--- config.mk ---
export PLATFORM = sky130hd
export DESIGN_NAME = tmr_recovery_ctrl
export DESIGN_NICKNAME = d
export VERILOG_FILES = /design/src/rtl/tmr_recovery_ctrl.sv
export SDC_FILE = /design/constraint.sdc
export NUM_CORES = 1
export LEC_CHECK = 0
export CAP_MARGIN = 5
export CORE_MARGIN = 2
export CORE_UTILIZATION = 40
export DETAILED_ROUTE_END_ITERATION = 6
export PLACE_DENSITY = 0.66
export SKIP_CTS_REPAIR_TIMING = 1
export SLEW_MARGIN = 20
export SYNTH_ARGS = -nofsm -noshare
export SYNTH_HDL_FRONTEND = slang
export SYNTH_SLANG_ARGS = --single-unit
--- constraint.sdc ---
create_clock -name clk -period 3.7 [get_ports clk]
set_input_delay 0.74 -clock clk [delete_from_list [all_inputs] [get_ports clk]]
set_output_delay 0.74 -clock clk [all_outputs]
set_load 0.03 [all_outputs]
--- src/rtl/tmr_recovery_ctrl.sv ---
// tmr_recovery_ctrl: stalls and reloads the TMR cores on voter disagreement, with
// resync on single faults, checkpoint rollback on no-majority and sticky fatal escalation.
module tmr_recovery_ctrl #(
   parameter logic [31:0] RESET_PC    = 32'h0000_0000,
   parameter int          SYNC_CYCLES = 2,
   parameter int          MAX_RETRY   = 3,
   parameter int          CNT_W       = 8
) (
   input  logic             clk,
   input  logic             rst_in,
   input  logic [2:0]       Voter_state,
   input  logic [31:0]      PC_Top,
   output logic             stall,
   output logic             pc_load_en,
   output logic [31:0]      pc_load_val,
   output logic [2:0]       fault_core,
   output logic [CNT_W-1:0] fault_cnt_A,
   output logic [CNT_W-1:0] fault_cnt_B,
   output logic [CNT_W-1:0] fault_cnt_C,
   output logic [3:0]       retry_cnt,
   output logic             fatal,
   output logic [2:0]       ctrl_state
);
   typedef enum logic [2:0] {RUN = 3'd0, SYNC = 3'd1, ROLLBACK = 3'd2, FAIL = 3'd3} state_t;
   localparam logic [3:0] SYNC_LAST = 4'(SYNC_CYCLES - 1);
   localparam logic [3:0] MAX_R     = 4'(MAX_RETRY);
   state_t      state, n_state;
   logic [3:0]  cnt, n_cnt, n_retry;
   logic [31:0] ckpt, n_ckpt, n_load_val;
   logic        n_load_en;
   logic [2:0]  blame;
   assign ctrl_state = state;
   // one-hot {A,B,C} of the core outvoted by the other two; zero unless a single fault is seen in RUN
   assign blame = (state != RUN)          ? 3'b000 :
                  (Voter_state == 3'b100) ? 3'b001 :
                  (Voter_state == 3'b001) ? 3'b010 :
                  (Voter_state == 3'b010) ? 3'b100 : 3'b000;
   always_comb begin
      n_state    = state;
      n_cnt      = cnt;
      n_load_en  = 1'b0;
      n_load_val = pc_load_val;
      n_ckpt     = ckpt;
      n_retry    = retry_cnt;
      case (state)
         RUN: begin
            if (Voter_state == 3'b111) begin
               n_ckpt  = PC_Top;
               n_retry = 4'd0;
            end else if (blame != 3'b000) begin
               n_state    = SYNC;
               n_cnt      = SYNC_LAST;
               n_load_en  = 1'b1;
               n_load_val = PC_Top;
            end else if (retry_cnt < MAX_R) begin
               n_state    = ROLLBACK;
               n_cnt      = SYNC_LAST;
               n_load_en  = 1'b1;
               n_load_val = ckpt;
               n_retry    = retry_cnt + 4'd1;
            end else begin
               n_state = FAIL;
            end
         end
         SYNC, ROLLBACK: begin
            if (cnt == 4'd0) n_state = RUN;
            else n_cnt = cnt - 4'd1;
         end
         default: n_state = FAIL;
      endcase
   end
   always_ff @(posedge clk or negedge rst_in) begin
      if (!rst_in) begin
         state       <= RUN;
         cnt         <= 4'd0;
         stall       <= 1'b0;
         pc_load_en  <= 1'b0;
         pc_load_val <= RESET_PC;
         ckpt        <= RESET_PC;
         fault_core  <= 3'b000;
         fault_cnt_A <= '0;
         fault_cnt_B <= '0;
         fault_cnt_C <= '0;
         retry_cnt   <= 4'd0;
         fatal       <= 1'b0;
      end else begin
         state       <= n_state;
         cnt         <= n_cnt;
         stall       <= n_state != RUN;
         pc_load_en  <= n_load_en;
         pc_load_val <= n_load_val;
         ckpt        <= n_ckpt;
         fault_core  <= (blame != 3'b000) ? blame : fault_core;
         fault_cnt_A <= fault_cnt_A + CNT_W'(blame[2] && !(&fault_cnt_A));
         fault_cnt_B <= fault_cnt_B + CNT_W'(blame[1] && !(&fault_cnt_B));
         fault_cnt_C <= fault_cnt_C + CNT_W'(blame[0] && !(&fault_cnt_C));
         retry_cnt   <= n_retry;
         fatal       <= n_state == FAIL;
      end
   end
endmodule

* Yosys cells after proc, flatten, opt, wreduce, memory -nomap -nowiden
Cells that the tools add are included.
** Cells by class
- Add/sub/neg operators :: 5
- Magnitude comparators :: 1
- Equal/unequal tests :: 11
- Mux-type cells :: 23
- Bitwise gates (word level) :: 1
- Reduce and logical (&&, ||, !) cells :: 22
** Operators by type and width (number)
- 32-bit two-way mux :: 2
- 4-bit two-way mux :: 7
- 8-bit by 1-bit adder with 8-bit output :: 3
- 8-bit AND reduction :: 3
- 3-bit two-way mux :: 6
- 3-bit by 2-bit == test with 1-bit output (second input constant) :: 3
- 3-bit nonzero test :: 3
- 4-bit one-hot mux with 2 select lines :: 1
- 3-bit by 1-bit == test with 1-bit output (second input constant) :: 2
- 3-bit == test (second input constant) :: 2
- 2-bit inequality test (second input constant) :: 3
- 3-bit one-hot mux with 2 select lines :: 1
- 3-bit AND reduction :: 2
- 2-bit nonzero test :: 3
- 1-bit two-way mux :: 5
- 4-bit by 1-bit adder with 4-bit output (second input constant) :: 1
- 4-bit logical NOT :: 1
- 4-bit by 2-bit less-than comparator with 1-bit output (second input constant) :: 1
- 4-bit AND reduction :: 1
- 4-bit by 1-bit subtractor with 4-bit output (second input constant) :: 1
- 1-bit logical AND :: 3
- 1-bit logical NOT :: 3
- 3-bit logical NOT :: 1
- 3-bit inequality test (second input constant) :: 1
- 4 further kinds :: 4
** Word-level totals
- Flip-flop bits (word level) :: 105
- Input port bits :: 37
- Output and inout bits :: 69

* Longest topological paths before layout
Gate-level depths: netlist of run 1.
- Depth in word-level cells :: 10
- Gate-level depth with buffers :: 11
- Mapped depth without buffers :: 9

* Worst setup path after synthesis of run 1
Ideal clock, no wire load.
- Path kind :: register to register
- From :: reg state[2] (netlist: ctrl_state[2])
- To :: reg fault_cnt_B[6]
- Setup time :: 0.133 ns
- Arrival :: 2.420 ns
- Slack :: 1.147 ns
- Cell stages (with the launch flop) :: 12
- Path buffers :: 2
- Clock period less this slack :: 2.553 ns
- Cell sequence :: dfrtp_1 > buf_2 > or3_1 > clkbuf_1 > nor3_1 > nand2_1 > a41oi_1 > ha_1 > ha_1 > and3_1 > nand3_1 > xnor2_1
** Between the ends
- Longest elaborated chain between the ends :: 4
** Ends and longest elaborated chain
- from (decl) :: RTL line 27 : state_t state, n_state;
- from (signal assigned) :: RTL line 87 : state <= n_state;
- 3-bit nonzero test :: RTL line 34 : assign blame = (state != RUN) ? 3'b000 :
- 3-bit two-way mux :: RTL line 34
- 1-bit logical AND :: RTL line 95 : fault_cnt_B <= fault_cnt_B + CNT_W'(blame[1] && !(&fault_cnt_B));
- 8-bit by 1-bit adder with 8-bit output :: RTL line 95
- to (signal assigned) :: RTL line 95
- to (decl) :: RTL line 18 : output logic [CNT_W-1:0] fault_cnt_B,
No other way between the ends.
A chain may end at the register's enable or synchronous reset.

* Final worst setup path of run 1
- From :: in Voter_state[1]
- To :: reg fault_cnt_B[6]
** Between the ends
- Longest elaborated chain between the ends :: 6
** Ends and longest elaborated chain
- from (decl) :: RTL line 11 : input logic [2:0] Voter_state,
- 3-bit by 1-bit == test with 1-bit output :: RTL line 36 : (Voter_state == 3'b001) ? 3'b010 :
- 3-bit two-way mux :: RTL line 36
- 3-bit two-way mux (*) :: RTL line 35 : (Voter_state == 3'b100) ? 3'b001 :
- 3-bit two-way mux (*) :: RTL line 34
- 1-bit logical AND (*) :: RTL line 95
- 8-bit by 1-bit adder with 8-bit output (*) :: RTL line 95
Mark *: on every way between the ends. The rest lies on a longest branch, timed or not.

==> impl_summary.txt, run 1 <==
----------------------------------------------------
[Worst setup path]
  Cell count of the worst reg-to-reg path ... 9
  CP most frequent cell ... sky130_fd_sc_hd__ha_1
  Critical path's slowest cell ... sky130_fd_sc_hd__clkdlybuf4s50_1
  WP data arrival ... 2920 ps
  Largest incremental delay on the critical path ... 660 ps
  Endpoint of the worst-slack reg-to-reg timing path ... fault_cnt_B[6]
  Cell-by-cell listing of the critical path ... clkdlybuf4s50_1 -> nor3_1 -> nand2_1 -> a41oi_1 -> ha_1 -> ha_1 -> and3_1 -> nand3_1 -> xnor2_1
  Peak fanout along the critical path ... 14
  Register-to-register setup slack ... 1120 ps
  Nature of the critical path endpoint ... register
  Critical path class ... primary input to register
  Worst path required time ... 3930 ps
  Startpoint types ... primary input
  Startpoint of the lowest-slack register-to-register path ... ctrl_state[2]

[STA]
  Final worst hold slack ... 392.9 ps
  Final clock skew ... 6.846 ps
  Number of failing setup endpoints in the final timing report ... 0
  Total negative slack ... 0 ps
  Slew at the pin closest to its max-slew limit ... 640.8 ps
  Count of pins over their slew limit ... 0
  Worst max-slew margin expressed relative to the limit ... 0.5719
  Number of hold violations in the final report ... 0
  Unrepaired setup endpoints after global routing ... false
  Time the final worst path needs with I/O delays and setup ... 2692 ps
  Share of the clock period used by the worst path ... 0.7275
  Post-layout worst setup margin ... 1008 ps
  Max frequency ... 371.5 MHz

[Placement]
  Dpl ws ... 657.5 ps
  Cell total after placement ... 651
  Instance area at placement ... 6018 µm²
  Buffers added on ports ... 105
  DP Wirelength ... 6.794 mm
  Final weighted congestion in routability-driven placement ... 0.8076

[Layout]
  Antenna diodes ... 0
  Proportion of layout cells with a drive suffix above 1 ... 0.1580
  Final Instance Count excl. Fillers ... 666
  Synth-to-layout area growth ... 29.65%
  Share of the core filled with cells in the final layout ... 0.5287
  Post-layout net count ... 560
  Filler cells ... 1077
  Leading cell type in the layout, fill and taps excluded ... sky130_fd_sc_hd__dfrtp_1
  Final non-filler cell area ... 6297 µm²
  Top library cells by usage in the layout, fill and taps aside ... sky130_fd_sc_hd__dfrtp_1, sky130_fd_sc_hd__clkdlybuf4s50_1, sky130_fd_sc_hd__inv_1, sky130_fd_sc_hd__nor2_1, sky130_fd_sc_hd__nor3_1

[Die]
  Vertical die dimension ... 114.2 µm
  Full die area ... 13040 µm²
  Placement row count ... 40
  Initial core utilization ... 0.4078
  Chip width ... 114.2 µm
  I/O pin count ... 106
  Floorplan core area ... 11910 µm²

[Clocking]
  Insertion delay to the later sink of the worst-skew pair ... 340 ps
  TritonCTS clock tree ... done
  Buffer type at the clock tree root ... sky130_fd_sc_hd__clkbuf_16
  Number of CTS-inserted buffers ... 9
  Clock Sink Count ... 105
  H-tree level count ... 3
  Clock Pin Slew Worst Setup and Hold Paths ... 70 ps
  Largest buffer count on any clock path ... 2

[Logic synthesis]
  Number of synthesis warnings ... 0
  EDFF count, synth ... 0
  Distinct cell type count of the synthesized netlist ... 46
  Async set-reset flop share out of synthesis ... 1.000
  Primary FF master, synth ... sky130_fd_sc_hd__dfrtp_1
  Cell area after synthesis ... 4857 µm²
  Post-Syn Area per Cell ... 11.59 µm²
  Sequential fraction of the synthesis area ... 0.5410
  Post-synth net total ... 464
  Number of cells produced by synthesis ... 419
  FF+latch count, synth ... 105

[Routing]
  Pre-Repair DR Iteration Count ... 4
  Via Count ... 3527
  Post-route DRC violation count ... 0
  Count of antenna-violating nets left after detailed routing ... 0
  Via-to-Cell Ratio ... 5.296
  Number of DRC markers after the initial detailed-route iteration ... 235
  Detailed-route wire length ... 10.67 mm
  Average wire length per cell after detail routing ... 16.02 µm

[Global routing]
  Initial antenna violation count ... 0
  Vias in the first global route ... 3462
  Global route overflow ... 0
  Global router's overall resource usage ... 0.1701
  Largest net degree at the start of global routing ... 106
  Global-route wire length before repair ... 17.56 mm

[Run]
  Number of violations of the max-capacitance limit ... 0

[Pwr]
  Pwr Total ... 2.191 mW
  LEAKAGE ... 2.963 nW
  Highest ir drop seen on vdd ... 0.1983 mV
  Pwr per Cell Area ... 347.9 nW/µm²

[Min path]
  Worst min-delay path class ... primary input to async pin

[Status]
  Result of the run ... complete, no violations

----------------------------------------------------
## where the power goes
group          switching (mW)  internal, mW
Clock                   0.408         0.521
Combinational          0.0487        0.0492
Sequential            0.00634          1.16
Total                   0.463          1.73
## flip-flops by register name, summed over array words and instances (netlist names)
name,cells
ckpt,32
fault_cnt_B,8
cnt,4
ctrl_state,3
retry_cnt,4
pc_load_val,32
fatal,1
pc_load_en,1
stall,1
fault_core,3
fault_cnt_C,8
fault_cnt_A,8
## worst max-delay path by stage
stage | slack, ps | depth (start not counted) | end | start
after floorplan | 1150 | 11 | fault_cnt_B[6] | ctrl_state[2]
after global placement | 670 | 6 | pc_load_val[28] | Voter_state[1]
after detailed placement | 660 | 9 | fault_cnt_B[6] | Voter_state[1]
after CTS | 1020 | 9 | fault_cnt_B[6] | Voter_state[1]
after global routing | 780 | 9 | fault_cnt_B[6] | Voter_state[1]
final | 1010 | 9 | fault_cnt_B[6] | Voter_state[1]
## routing by layer
metal  vias to the layer above  share of wire  global-route usage
met5                         -              0                   0
met3                        10          0.056             0.04500
met2                        86           0.46              0.2667
met4                         0          0.012             0.05447
met1                      1769           0.47              0.2315
li1                       1662              -                   -
## cells in the mapped netlist, drive strengths merged, types with 2 or more instances
master	number	share of area
a41oi	2	0.0036
o21ai	7	0.0072
nand3	14	0.014
xnor2	13	0.023
nor3b	2	0.0031
a21o	2	0.0031
a221oi	32	0.094
clkbuf	13	0.010
xor2	8	0.014
nand2	14	0.011
buf	13	0.019
mux2	32	0.074
inv	38	0.029
nor3	36	0.039
a21oi	6	0.0062
dfrtp	105	0.54
nor4	2	0.0026
o211ai	2	0.0031
ha	8	0.021
or3	4	0.0052
nor2	39	0.032
nor2b	4	0.0052
and3	7	0.0090
## cells by family (layout without fill, tap and decap cells)
group,count (synthesis),count (layout),synth area share
other,1,1,0.0007721
AO/OA/AOI/OAI,59,59,0.1301
XOR/XNOR,22,22,0.04276
buffers and inverters,64,164,0.05873
multiplexers,33,33,0.07625
adder cells (fa/ha/maj),9,9,0.02267
flip-flops,105,105,0.5410
AND/OR/NAND/NOR,126,126,0.1278
## area by class of cell
cell class,instances,area (µm²),area share
multi-input combinational,250,1946,0.3090
inverter,38,142.6,0.02265
clock buffer,12,236.5,0.03755
timing repair buffer,111,1119,0.1776
sequential,105,2628,0.4172
clock inverter,3,42.54,0.006755
tap,147,183.9,0.02921
## worst max-delay path, delay by kind of cell
kind	cells	cell delay [ps]
AOI/OAI and AO/OA	1	210
buffers and inverters	1	660
adders and majority gates	2	450
xor gates and xnor gates	1	130
and+or+nand+nor	4	720
Power figures use the tool's default switching activity.
==> run 2, diff against run 1 <==
Settings changed: PLACE_DENSITY 0.66 to 0.68.
Clock period 3.7 ns to 2.26 ns, I/O delays scaled along.
==> run 2 against run 1 <==
  * Total power rose by 73%
  * Hold slack got worse by 280 ps
  * Non-clock buffer count is 28 higher
  * Die area did not move
  * Clock power increased by 84%
  * Register-to-register slack worse by 960 ps
  * Combinational power up 77%
  * First-iteration DRC count shrank 19%
  * Sequential power is 64% higher
  * Utilization increased by 3.0 points
  * Clock skew about the same
  * Design area up 5.7%
  * Critical endpoint unchanged
  * Largest power group unchanged
  * Highest routed layer unchanged
==> impl_summary.txt, run 2 (synthesis results as in run 1) <==
----------------------------------------------------
[Die]
  I/O pin count ... 106 (unchanged)
  Chip width ... 114.2 µm (unchanged)
  Vertical die dimension ... 114.2 µm (unchanged)
  Full die area ... 13040 µm² (unchanged)
  Initial core utilization ... 0.4078 (unchanged)
  Floorplan core area ... 11910 µm² (unchanged)
  Placement row count ... 40 (unchanged)

[Layout]
  Proportion of layout cells with a drive suffix above 1 ... 0.2239 (+0.06586)
  Synth-to-layout area growth ... 36.99%
  Antenna diodes ... 0 (unchanged)
  Top flop regs ... ckpt: 32 flops, pc_load_val: 32 flops
  Leading cell type in the layout, fill and taps excluded ... sky130_fd_sc_hd__clkdlybuf4s50_1
  Top library cells by usage in the layout, fill and taps aside ... sky130_fd_sc_hd__clkdlybuf4s50_1, sky130_fd_sc_hd__dfrtp_1, sky130_fd_sc_hd__inv_1, sky130_fd_sc_hd__nor2_1, sky130_fd_sc_hd__nor3_1
  Post-layout net count ... 588 (+5.0%)

[Pwr]
  LEAKAGE ... 3.146 nW (+6.2%)
  Design internal power ... 3.047 mW (+76%)
  Sequential group share of total power ... 0.503 (-0.028)
  Clock power share ... 0.451 (+0.027)
  Net Sw Frac ... 0.1951 (-0.01632)
  Logic gate share of total power ... 0.046 (about the same)
  Switching Power ... 0.7384 mW (+59%)
  Pwr per Cell Area ... 568.9 nW/µm² (+64%)
  Highest ir drop seen on vdd ... 0.2912 mV (+47%)

[Routing]
  Number of DRC markers after the initial detailed-route iteration ... 190 (-19%)
  Average wire length per cell after detail routing ... 15.83 µm (-1.2%)
  Post-route DRC violation count ... 0 (unchanged)
  Pre-Repair DR Iteration Count ... 4 (unchanged)
  Detailed-route wire length ... 10.95 mm (+2.6%)
  Via Count ... 3590 (+1.8%)
  Count of antenna-violating nets left after detailed routing ... 0 (unchanged)
  Via-to-Cell Ratio ... 5.188 (-2.0%)

[Worst setup path]
  Cell count of the worst reg-to-reg path ... 9 (unchanged)
  Critical path class ... register to register
  WP data arrival ... 2340 ps (-580 ps)
  Worst setup startpoint ... ctrl_state[0]
  Startpoint of the lowest-slack register-to-register path ... ctrl_state[0]
  Worst path required time ... 2490 ps (-1440 ps)
  Peak fanout along the critical path ... 4 (-10)
  Nature of the critical path endpoint ... register
  Startpoint types ... register

[Global routing]
  Initial antenna violation count ... 0 (unchanged)
  Global route overflow ... 0 (unchanged)
  Largest net degree at the start of global routing ... 48 (-55%)
  Global-route wire length before repair ... 18.28 mm (+4.1%)
  Global router's overall resource usage ... 0.1793 (+0.009168)
  Vias in the first global route ... 3670 (+6.0%)

[Clocking]
  Clock Sink Count ... 105 (unchanged)
  Insertion delay to the later sink of the worst-skew pair ... 350 ps (about the same)
  Clock Pin Slew Worst Setup and Hold Paths ... 60 ps (about the same)
  TritonCTS clock tree ... done
  Number of CTS-inserted buffers ... 9 (unchanged)
  Largest buffer count on any clock path ... 2 (unchanged)
  Buffer type at the clock tree root ... sky130_fd_sc_hd__clkbuf_16
  H-tree level count ... 3 (unchanged)

[STA]
  Final worst hold slack ... 115.1 ps (-277.9 ps)
  Share of the clock period used by the worst path ... 0.9304
  Worst max-slew margin expressed relative to the limit ... 0.5833 (+0.01142)
  Final clock skew ... 7.084 ps (+0.2384 ps)
  Time the final worst path needs with I/O delays and setup ... 2103 ps
  Max frequency ... 475.6 MHz
  Number of hold violations in the final report ... 0 (unchanged)
  Unrepaired setup endpoints after global routing ... false
  Total negative slack ... 0 ps (unchanged)
  Number of failing setup endpoints in the final timing report ... 0 (unchanged)
  Count of pins over their slew limit ... 0 (unchanged)
  Slew at the pin closest to its max-slew limit ... 625.1 ps (-15.74 ps)

[Min path]
  Worst min-delay path class ... primary input to async pin

[Placement]
  Buffers added on ports ... 105 (unchanged)
  Final weighted congestion in routability-driven placement ... 0.7648 (-5.3%)
  DP Wirelength ... 7.641 mm (+12%)

[Status]
  Result of the run ... complete, no violations

[Run]
  Number of violations of the max-capacitance limit ... 0 (unchanged)

----------------------------------------------------
==> run 2: worst paths after layout <==
| kind | to | slack (ps) |
|---|---|---|
| max | fault_cnt_B[6] | 160 |
| max in group asynchronous | ctrl_state[2] | 1520 |
| min in group clk | fault_cnt_C[7] | 490 |
| min reg2reg | fault_cnt_C[7] | 490 |
| max reg2reg | fault_cnt_B[6] | 160 |
| min | ckpt[29] | 120 |
==> run 2: per-layer routing <==
layer / routed length [µm] / GRT usage / vias up
met1: 4847 / 0.2258 / 1789
li1: - / - / 1712
met5: 0 / 0 / -
met3: 498 / 0.04129 / 15
met4: 227 / 0.07886 / 0
met2: 5379 / 0.2964 / 74
==> run 2: final cells by class <==
| cell class | instances | area [µm²] |
|---|---|---|
| fill | 1045 | 5258 |
| clock inverter | 4 | 95.09 |
| inverter | 38 | 142.6 |
| tap | 147 | 183.9 |
| multi-input combinational | 250 | 1994 |
| sequential | 105 | 2631 |
| clock buffer | 9 | 225.2 |
| timing repair buffer | 139 | 1381 |
==> run 2: power by group through the flow <==
stage	sequential (mW)	clock, mW	combinational (mW)
floorplan	1.94	0	0.0388
global placement	1.94	0	0.173
detailed placement	1.94	0	0.175
CTS	1.90	1.75	0.176
global route	1.90	1.83	0.190
finish	1.90	1.71	0.173
==> run 2: through the flow <==
step | cell area, µm² | util | total power, mW | std cells | setup slack, ps
6_report | 6654 | 0.5586 | 3.785 | 692 | 157.3
5_1_grt | 6654 | 0.5586 | 3.926 | 692 | 31.95
4_1_cts | 6640 | 0.5575 | 3.834 | 692 | 49.73
3_5_place_dp | 6320 | 0.5306 | 2.114 | 679 | -196.4
3_3_place_gp | 6320 | 0.5306 | 2.110 | 679 | -174.7
2_1_floorplan | 4915 | - | 1.980 | 419 | -106.3
==> run 2: critical path: stages, from the launching register on <==
cell and delay, ps:
sky130_fd_sc_hd__dfrtp_2 400, sky130_fd_sc_hd__or3_4 420, sky130_fd_sc_hd__nor3_2 180, sky130_fd_sc_hd__nand2_1 90
sky130_fd_sc_hd__a41oi_2 150, sky130_fd_sc_hd__ha_2 230, sky130_fd_sc_hd__ha_4 130, sky130_fd_sc_hd__and3_4 190
sky130_fd_sc_hd__nand3_2 80, sky130_fd_sc_hd__xnor2_1 130
